[src/rtl/alu_operand_stage_if.sv]
`default_nettype none
// +--------------------------------------------------------------------------+
// | Module      : alu_operand_stage_if                                        |
// | Description : Decode-to-execute operand bus. The decode side (master)     |
// |               drives instruction fields, register-file reads, bypass      |
// |               channels and pipeline control; the operand stage (slave)    |
// |               returns registered operands, status and the hazard flag.    |
// | Revision    : 1.0 - initial release                                       |
// +--------------------------------------------------------------------------+
interface alu_operand_stage_if #(
   parameter int DATA_W  = 16,
   parameter int IMM_S_W = 8,
   parameter int IMM_L_W = 11,
   parameter int REG_AW  = 3,
   parameter int NUM_FWD = 2
);
   logic                        in_valid;
   logic [1:0]                  a_sel;
   logic [2:0]                  b_sel;
   logic [REG_AW-1:0]           rs_a;
   logic [REG_AW-1:0]           rs_b;
   logic [DATA_W-1:0]           rf_a;
   logic [DATA_W-1:0]           rf_b;
   logic [IMM_S_W-1:0]          imm_s;
   logic [IMM_L_W-1:0]          imm_l;
   logic [DATA_W-1:0]           pc;
   logic [NUM_FWD-1:0]          fwd_valid;
   logic [NUM_FWD-1:0]          fwd_pend;
   logic [NUM_FWD*REG_AW-1:0]   fwd_idx;
   logic [NUM_FWD*DATA_W-1:0]   fwd_data;
   logic                        stall;
   logic                        flush;
   logic [DATA_W-1:0]           op_a;
   logic [DATA_W-1:0]           op_b;
   logic                        out_valid;
   logic                        hazard;
   logic                        fwd_hit_a;
   logic                        fwd_hit_b;

   modport master (
      output in_valid, a_sel, b_sel, rs_a, rs_b, rf_a, rf_b, imm_s, imm_l, pc,
             fwd_valid, fwd_pend, fwd_idx, fwd_data, stall, flush,
      input  op_a, op_b, out_valid, hazard, fwd_hit_a, fwd_hit_b
   );

   modport slave (
      input  in_valid, a_sel, b_sel, rs_a, rs_b, rf_a, rf_b, imm_s, imm_l, pc,
             fwd_valid, fwd_pend, fwd_idx, fwd_data, stall, flush,
      output op_a, op_b, out_valid, hazard, fwd_hit_a, fwd_hit_b
   );
endinterface
`default_nettype wire

[src/rtl/alu_operand_stage.sv]
`default_nettype none
// +--------------------------------------------------------------------------+
// | Module      : alu_operand_stage                                           |
// | Description : Registered ALU operand-select stage. Builds operands A/B    |
// |               from register reads, immediates and PC, bypasses results    |
// |               from later stages, flags load-use hazards and honours       |
// |               stall/flush. Operands appear one cycle after issue.         |
// | Revision    : 1.0 - initial release                                       |
// +--------------------------------------------------------------------------+
module alu_operand_stage #(
   parameter int DATA_W  = 16,
   parameter int IMM_S_W = 8,
   parameter int IMM_L_W = 11,
   parameter int REG_AW  = 3,
   parameter int NUM_FWD = 2
) (
   input  logic               clk,
   input  logic               reset,
   alu_operand_stage_if.slave bus
);

   localparam int c_HALF_W = DATA_W / 2;

   logic [NUM_FWD-1:0] w_match_a;
   logic [NUM_FWD-1:0] w_match_b;
   logic [DATA_W-1:0]  w_ra;
   logic [DATA_W-1:0]  w_rb;
   logic               w_hit_a;
   logic               w_hit_b;
   logic               w_pend_a;
   logic               w_pend_b;
   logic               w_use_a;
   logic               w_use_b;
   logic               w_fwd_hit_a;
   logic               w_fwd_hit_b;
   logic               w_hazard;
   logic               w_load;
   logic [DATA_W-1:0]  w_op_a;
   logic [DATA_W-1:0]  w_op_b;
   logic [DATA_W-1:0]  w_imm_s_sext;
   logic [DATA_W-1:0]  w_imm_s_zext;
   logic [DATA_W-1:0]  w_imm_s_hi;
   logic [DATA_W-1:0]  w_imm_l_shl;
   logic [DATA_W-1:0]  w_ra_lo_zext;

   logic [DATA_W-1:0]  r_op_a;
   logic [DATA_W-1:0]  r_op_b;
   logic               r_valid;
   logic               r_fwd_hit_a;
   logic               r_fwd_hit_b;

   // Per-channel destination match against both source registers; register 0
   // gets no special treatment.
   generate
      for (genvar gi = 0; gi < NUM_FWD; gi++) begin : g_match
         assign w_match_a[gi] = bus.fwd_valid[gi] &&
                                (bus.fwd_idx[gi*REG_AW +: REG_AW] == bus.rs_a);
         assign w_match_b[gi] = bus.fwd_valid[gi] &&
                                (bus.fwd_idx[gi*REG_AW +: REG_AW] == bus.rs_b);
      end
   endgenerate

   // Priority bypass: scanning oldest to youngest lets channel 0 overwrite last,
   // so the youngest matching result wins even if it is still pending.
   always_comb begin
      w_ra     = bus.rf_a;
      w_rb     = bus.rf_b;
      w_hit_a  = 1'b0;
      w_hit_b  = 1'b0;
      w_pend_a = 1'b0;
      w_pend_b = 1'b0;
      for (int i = NUM_FWD - 1; i >= 0; i--) begin
         if (w_match_a[i]) begin
            w_ra     = bus.fwd_data[i*DATA_W +: DATA_W];
            w_hit_a  = 1'b1;
            w_pend_a = bus.fwd_pend[i];
         end
         if (w_match_b[i]) begin
            w_rb     = bus.fwd_data[i*DATA_W +: DATA_W];
            w_hit_b  = 1'b1;
            w_pend_b = bus.fwd_pend[i];
         end
      end
   end

   assign w_imm_s_sext = {{(DATA_W-IMM_S_W){bus.imm_s[IMM_S_W-1]}}, bus.imm_s};
   assign w_imm_s_zext = {{(DATA_W-IMM_S_W){1'b0}}, bus.imm_s};
   assign w_imm_s_hi   = {bus.imm_s, {(DATA_W-IMM_S_W){1'b0}}};
   // Sign-extended long immediate pre-scaled by two (branch/jump offset form).
   assign w_imm_l_shl  = {{(DATA_W-IMM_L_W-1){bus.imm_l[IMM_L_W-1]}}, bus.imm_l, 1'b0};
   assign w_ra_lo_zext = {{(DATA_W-c_HALF_W){1'b0}}, w_ra[c_HALF_W-1:0]};

   // Operand A source select.
   always_comb begin
      w_op_a = '0;
      case (bus.a_sel)
         2'd0:    w_op_a = w_ra;
         2'd1:    w_op_a = '0;
         2'd2:    w_op_a = w_imm_l_shl;
         2'd3:    w_op_a = w_ra_lo_zext;
         default: w_op_a = '0;
      endcase
   end

   // Operand B source select; codes 5-7 are reserved and yield zero.
   always_comb begin
      w_op_b = '0;
      case (bus.b_sel)
         3'd0:    w_op_b = w_imm_s_sext;
         3'd1:    w_op_b = w_rb;
         3'd2:    w_op_b = bus.pc;
         3'd3:    w_op_b = w_imm_s_hi;
         3'd4:    w_op_b = w_imm_s_zext;
         default: w_op_b = '0;
      endcase
   end

   // Only operands that actually read a register may forward or stall decode.
   assign w_use_a     = (bus.a_sel == 2'd0) || (bus.a_sel == 2'd3);
   assign w_use_b     = (bus.b_sel == 3'd1);
   assign w_fwd_hit_a = w_use_a && w_hit_a;
   assign w_fwd_hit_b = w_use_b && w_hit_b;
   assign w_hazard    = bus.in_valid &&
                        ((w_fwd_hit_a && w_pend_a) || (w_fwd_hit_b && w_pend_b));
   assign w_load      = bus.in_valid && !w_hazard;

   // Output register: flush beats stall; bubbles are always registered clean.
   always_ff @(posedge clk) begin
      if (reset || bus.flush) begin
         r_op_a      <= '0;
         r_op_b      <= '0;
         r_valid     <= 1'b0;
         r_fwd_hit_a <= 1'b0;
         r_fwd_hit_b <= 1'b0;
      end else if (!bus.stall) begin
         r_valid     <= w_load;
         r_op_a      <= w_load ? w_op_a : '0;
         r_op_b      <= w_load ? w_op_b : '0;
         r_fwd_hit_a <= w_load && w_fwd_hit_a;
         r_fwd_hit_b <= w_load && w_fwd_hit_b;
      end
   end

   assign bus.op_a      = r_op_a;
   assign bus.op_b      = r_op_b;
   assign bus.out_valid = r_valid;
   assign bus.fwd_hit_a = r_fwd_hit_a;
   assign bus.fwd_hit_b = r_fwd_hit_b;
   assign bus.hazard    = w_hazard;

endmodule
`default_nettype wire
[src/flat_wrapper.sv]
// flat-port wrapper written by rule: the top's interface ports become plain ports
module alu_operand_stage_flat 
#(
   parameter int DATA_W  = 16,
   parameter int IMM_S_W = 8,
   parameter int IMM_L_W = 11,
   parameter int REG_AW  = 3,
   parameter int NUM_FWD = 2
)
  (clk, reset, bus_in_valid, bus_a_sel, bus_b_sel, bus_rs_a, bus_rs_b, bus_rf_a, bus_rf_b, bus_imm_s, bus_imm_l, bus_pc, bus_fwd_valid, bus_fwd_pend, bus_fwd_idx, bus_fwd_data, bus_stall, bus_flush, bus_op_a, bus_op_b, bus_out_valid, bus_hazard, bus_fwd_hit_a, bus_fwd_hit_b);
  alu_operand_stage_if #(.DATA_W(DATA_W), .IMM_S_W(IMM_S_W), .IMM_L_W(IMM_L_W), .REG_AW(REG_AW), .NUM_FWD(NUM_FWD)) bus_i ();
  input  logic clk;
  input  logic reset;
  input wire logic [$bits(bus_i.in_valid)-1:0] bus_in_valid;
  input wire logic [$bits(bus_i.a_sel)-1:0] bus_a_sel;
  input wire logic [$bits(bus_i.b_sel)-1:0] bus_b_sel;
  input wire logic [$bits(bus_i.rs_a)-1:0] bus_rs_a;
  input wire logic [$bits(bus_i.rs_b)-1:0] bus_rs_b;
  input wire logic [$bits(bus_i.rf_a)-1:0] bus_rf_a;
  input wire logic [$bits(bus_i.rf_b)-1:0] bus_rf_b;
  input wire logic [$bits(bus_i.imm_s)-1:0] bus_imm_s;
  input wire logic [$bits(bus_i.imm_l)-1:0] bus_imm_l;
  input wire logic [$bits(bus_i.pc)-1:0] bus_pc;
  input wire logic [$bits(bus_i.fwd_valid)-1:0] bus_fwd_valid;
  input wire logic [$bits(bus_i.fwd_pend)-1:0] bus_fwd_pend;
  input wire logic [$bits(bus_i.fwd_idx)-1:0] bus_fwd_idx;
  input wire logic [$bits(bus_i.fwd_data)-1:0] bus_fwd_data;
  input wire logic [$bits(bus_i.stall)-1:0] bus_stall;
  input wire logic [$bits(bus_i.flush)-1:0] bus_flush;
  output wire logic [$bits(bus_i.op_a)-1:0] bus_op_a;
  output wire logic [$bits(bus_i.op_b)-1:0] bus_op_b;
  output wire logic [$bits(bus_i.out_valid)-1:0] bus_out_valid;
  output wire logic [$bits(bus_i.hazard)-1:0] bus_hazard;
  output wire logic [$bits(bus_i.fwd_hit_a)-1:0] bus_fwd_hit_a;
  output wire logic [$bits(bus_i.fwd_hit_b)-1:0] bus_fwd_hit_b;
  assign bus_i.in_valid = bus_in_valid;
  assign bus_i.a_sel = bus_a_sel;
  assign bus_i.b_sel = bus_b_sel;
  assign bus_i.rs_a = bus_rs_a;
  assign bus_i.rs_b = bus_rs_b;
  assign bus_i.rf_a = bus_rf_a;
  assign bus_i.rf_b = bus_rf_b;
  assign bus_i.imm_s = bus_imm_s;
  assign bus_i.imm_l = bus_imm_l;
  assign bus_i.pc = bus_pc;
  assign bus_i.fwd_valid = bus_fwd_valid;
  assign bus_i.fwd_pend = bus_fwd_pend;
  assign bus_i.fwd_idx = bus_fwd_idx;
  assign bus_i.fwd_data = bus_fwd_data;
  assign bus_i.stall = bus_stall;
  assign bus_i.flush = bus_flush;
  assign bus_op_a = bus_i.op_a;
  assign bus_op_b = bus_i.op_b;
  assign bus_out_valid = bus_i.out_valid;
  assign bus_hazard = bus_i.hazard;
  assign bus_fwd_hit_a = bus_i.fwd_hit_a;
  assign bus_fwd_hit_b = bus_i.fwd_hit_b;
  alu_operand_stage #(.DATA_W(DATA_W), .IMM_S_W(IMM_S_W), .IMM_L_W(IMM_L_W), .REG_AW(REG_AW), .NUM_FWD(NUM_FWD)) u_core (.clk(clk), .reset(reset), .bus(bus_i));
endmodule
[config.mk]
export PLATFORM = sky130hd
export DESIGN_NAME = alu_operand_stage_flat
export DESIGN_NICKNAME = d
export VERILOG_FILES = /design/src/rtl/alu_operand_stage_if.sv /design/src/rtl/alu_operand_stage.sv /design/src/flat_wrapper.sv
export SDC_FILE = /design/constraint.sdc
export NUM_CORES = 1
export LEC_CHECK = 0
export BUFFER_PORTS_ARGS = -buffer_cell sky130_fd_sc_hd__buf_2
export CAP_MARGIN = 30
export CORE_ASPECT_RATIO = 0.5
export CORE_MARGIN = 5
export CORE_UTILIZATION = 48
export DETAILED_ROUTE_END_ITERATION = 8
export PLACE_DENSITY = 0.87
export SYNTH_ARGS = -nofsm -noshare
export SYNTH_HDL_FRONTEND = slang
export SYNTH_SLANG_ARGS = --single-unit
[constraint.sdc]
create_clock -name clk -period 5.51 [get_ports clk]
set_clock_uncertainty 0.1 [all_clocks]
set_input_delay 1.102 -clock clk [delete_from_list [all_inputs] [get_ports clk]]
set_output_delay 1.102 -clock clk [all_outputs]
set_load 0.02 [all_outputs]
==> summary.md <==
| Metric | Value |
|---|---|
| Nets@finish | ~600 |
| WL/cell | about 18 um |
| Setup TNS | 0 ns |
| Grt met1 use | 0.3262 |
| All-Layer GR Usage | 0.2522 |
| Post-CTS Setup Inserts | 0 |
| H-tree depth | 2 |
| Synth cell types | 46 |
| Ys async rst share | 0 |
| Fmax | 242.8 MHz |
| VDD IR max | 0.1125 mV |
| Post-Syn Area per Cell | 8.547 um2 |
| RSZ-0062 raised after global routing | false |
| Critical Path RT | 4.31 ns |
| LEAKAGE | 1.672 nW |
| Critical Path AT | 2.92 ns |
| Post-CTS Resized | 0 |
| WL final | 9.767 mm |
| Grt ovf | 0 |
| RePlAce Congestion | 0.9634 |
| Initial antenna violation count | 0 |
| Fin. Hold Viols | 0 |
| Crit Path Class | in2out |
| Pwr Density | 194.5 nW/um2 |
| Final ANT Viol Nets | 0 |
| Final Cycle Share | 0.7474 |
| Largest cells by area after synthesis | dfxtp_1, mux2_2, a22o_1 |
| Vias per inst | between 5 and 6 |
| Sink Count | 35 |
| CTS Hold Bufs | 0 |
| Maximum root-to-sink buffer count | 2 |
| Die Width | 117.6 um |
| CTS root buf | clkbuf_16 |
| Net count after synthesis | about 450 |
| Final std cells w/o fill | 544 |
| DRT iter0 DRCs | 281 |
| Post-synthesis sequential area ratio | 0.2523 |
| CTS buffer count | 5 |
| EDFF count, synth | 0 |
| Die area | 7500 um2 |
| HPWL after DPL | 8.005 mm |
| Placed cell count | 536 |
| Commonest cells post-synth | dfxtp_1, nand2_1, o21ai_0 |
| CP max stage delay | approximately 0.67 ns |
| Post-Synthesis Cells | 325 |
| Initial core utilization | 0.5015 |
| Clock transition at path regs | around 0.050 ns |
| Max-cap violations | 0 |
| Critical-path top delay cell | and4_1 |
| Min Clock Period, post-route | 4.118 ns |
| Count leader, synth | dfxtp_1 |
| Most area-hungry cell type in the Yosys netlist | dfxtp_1 |
| Placed cell areas | between 3000 and 4000 um2 |
| Startpoint type of the worst setup path | primary input |
| Cell Area, Synth | 2778 um2 |
| Area share of the largest cell type after synthesis | 0.2523 |
| Crit path cell chain | buf_2, xnor2_1, buf_4, and4_1, o21bai_4, o22ai_1, and2_1, buf_2 |
| Filler Cell Count | 461 |
| Largest net degree at the start of global routing | 21 |
| Slew Viols, Final | 0 |
| Grt met3 use | 0.06872 |
| Die H | 63.79 um |
| Core ar. | 5539 um2 |
| CTS tree | done |
| Yosys reg bits | 35 |
| GRT Max-Usage Layer | met2 |
| Number of global-route vias before repair | about 3100 |
| Antenna Cells | 0 |
| Via count of the routed design | 3219 |
| Min-delay worst type | reg2reg |
| WP buf/inv | 3 |
| Cell family with most CP delay | simple AND/OR/NAND/NOR gates |
| I/O Buffers | 160 |
| Finished Cell Area | 3722 um2 |
| Slew @ Worst Pin | about 0.72 ns |
| First-pass GRT wire length | 15.57 mm |
| Setup violators final | 0 |
| Relative slew margins | 0.5164 |
| Prevailing post-synth register cell | dfxtp_1 |
| Crit. End Element | output port |
| Status | complete, no violations |
| DR DRC count | 0 |
| YS warnings | 0 |
| Clock latency on the worst-skew pair | 0.27 ns |
| Drt pass-1 iters | 5 |
| I/O Pins | 161 |
| Worst-path fanout max | 17 |
| Share of layout cells above drive strength 1 | 0.4437 |
| GR Layer Usage met2 | 0.4190 |
| Area delta synth->final | 34.01% |
| Final core occ | 0.6720 |
| Cell mode on critical path | buf_2 |
| Num rows | 19 |
-- sequential cells by signal, indices dropped and copies added, names as in the netlist --
register / flops
u_core.bus.op_a: 16
u_core.bus.fwd_hit_a: 1
u_core.bus.fwd_hit_b: 1
u_core.bus.op_b: 16
u_core.bus.out_valid: 1
-- worst min-delay path, cell delays in order, from the launching register on --
cell	delay [ns]
dfxtp_1	0.32
nand2_1	0.05
o31ai_1	0.05
-- cells by family after synthesis --
family / synth area share
mux: 0.1176
compound gates: 0.3757
flops: 0.2523
fa+ha+maj: 0.01351
xor+xnor: 0.03784
buf+inv: 0.07162
simple gates: 0.1315
-- where the power goes --
| part | leakage, nW | switching [mW] | internal (mW) |
|---|---|---|---|
| clock | 0.0679 | 0.0980 | 0.167 |
| sequential | 0.282 | 0.00160 | 0.257 |
| combinational | 1.32 | 0.112 | 0.0888 |
-- through the flow --
| step | total power [mW] | hold WS (ns) | setup slack, ns |
|---|---|---|---|
| after detailed placement | 0.4586 | 0.3400 | 1.410 |
| after global routing | 0.7583 | 0.3725 | 1.289 |
| final | 0.7239 | 0.3512 | 1.392 |
| after global placement | 0.4558 | 0.3303 | 1.435 |
| after CTS | 0.7232 | 0.3524 | 1.417 |
| after floorplan | 0.3772 | 0.4257 | 2.090 |
-- layer usage --
layer	wire, um	vias to the layer above
met3	878	20
met2	4753	165
met4	163	0
li1	-	1538
met1	3972	1496
met5	0	-
-- final timing paths --
kind	startpoint	to	slack [ns]	depth (start not counted)
max reg2reg	u_core.bus.out_valid	u_core.bus.out_valid	4.71	2
max	bus_rs_a[0]	bus_hazard	1.39	8
min	u_core.bus.op_b[9]	u_core.bus.op_b[9]	0.35	2
min reg2reg	u_core.bus.op_b[9]	u_core.bus.op_b[9]	0.35	2
-- cell usage in the layout (no fill, tap or decap), types with 2 or more instances in the layout --
cell       netlist  final
clkbuf_16        0      5
buf_2            6    160
a22o_1          16     16
nor2b_1         11     11
and4_1           2      2
xnor2_1         12     12
mux2i_1          4      4
a211oi_1        14     14
o21ai_1          2      2
mux2_1           9      9
dfxtp_1         35     35
o31ai_1          8      8
o22ai_1          8      8
nor2_1          19     19
a221oi_1        13     13
nand2_1         29     29
a41oi_1         13     13
ha_1             3      3
clkbuf_1        17      2
o31ai_2          8      8
buf_4            1      5
inv_1           16     16
a221oi_2         2      2
o21ai_0         20     20
a21oi_1         16     16
mux2_2          14     14
a32oi_1          3      3
mux2i_2          2      2
nor3b_2          2      3
-- final cells by class --
class / count / area (um2) / share of cell area
clock buffers: 7 / 132.6 / 0.03563
clock inverters: 1 / 5.005 / 0.001345
inverters: 16 / 60.06 / 0.01613
multi-input cells: 246 / 1883 / 0.5059
flip-flops and latches: 35 / 700.7 / 0.1882
well taps: 73 / 91.34 / 0.02454
repair buffers: 166 / 849.6 / 0.2282
Note: power is estimated with default switching activity, not from simulation.
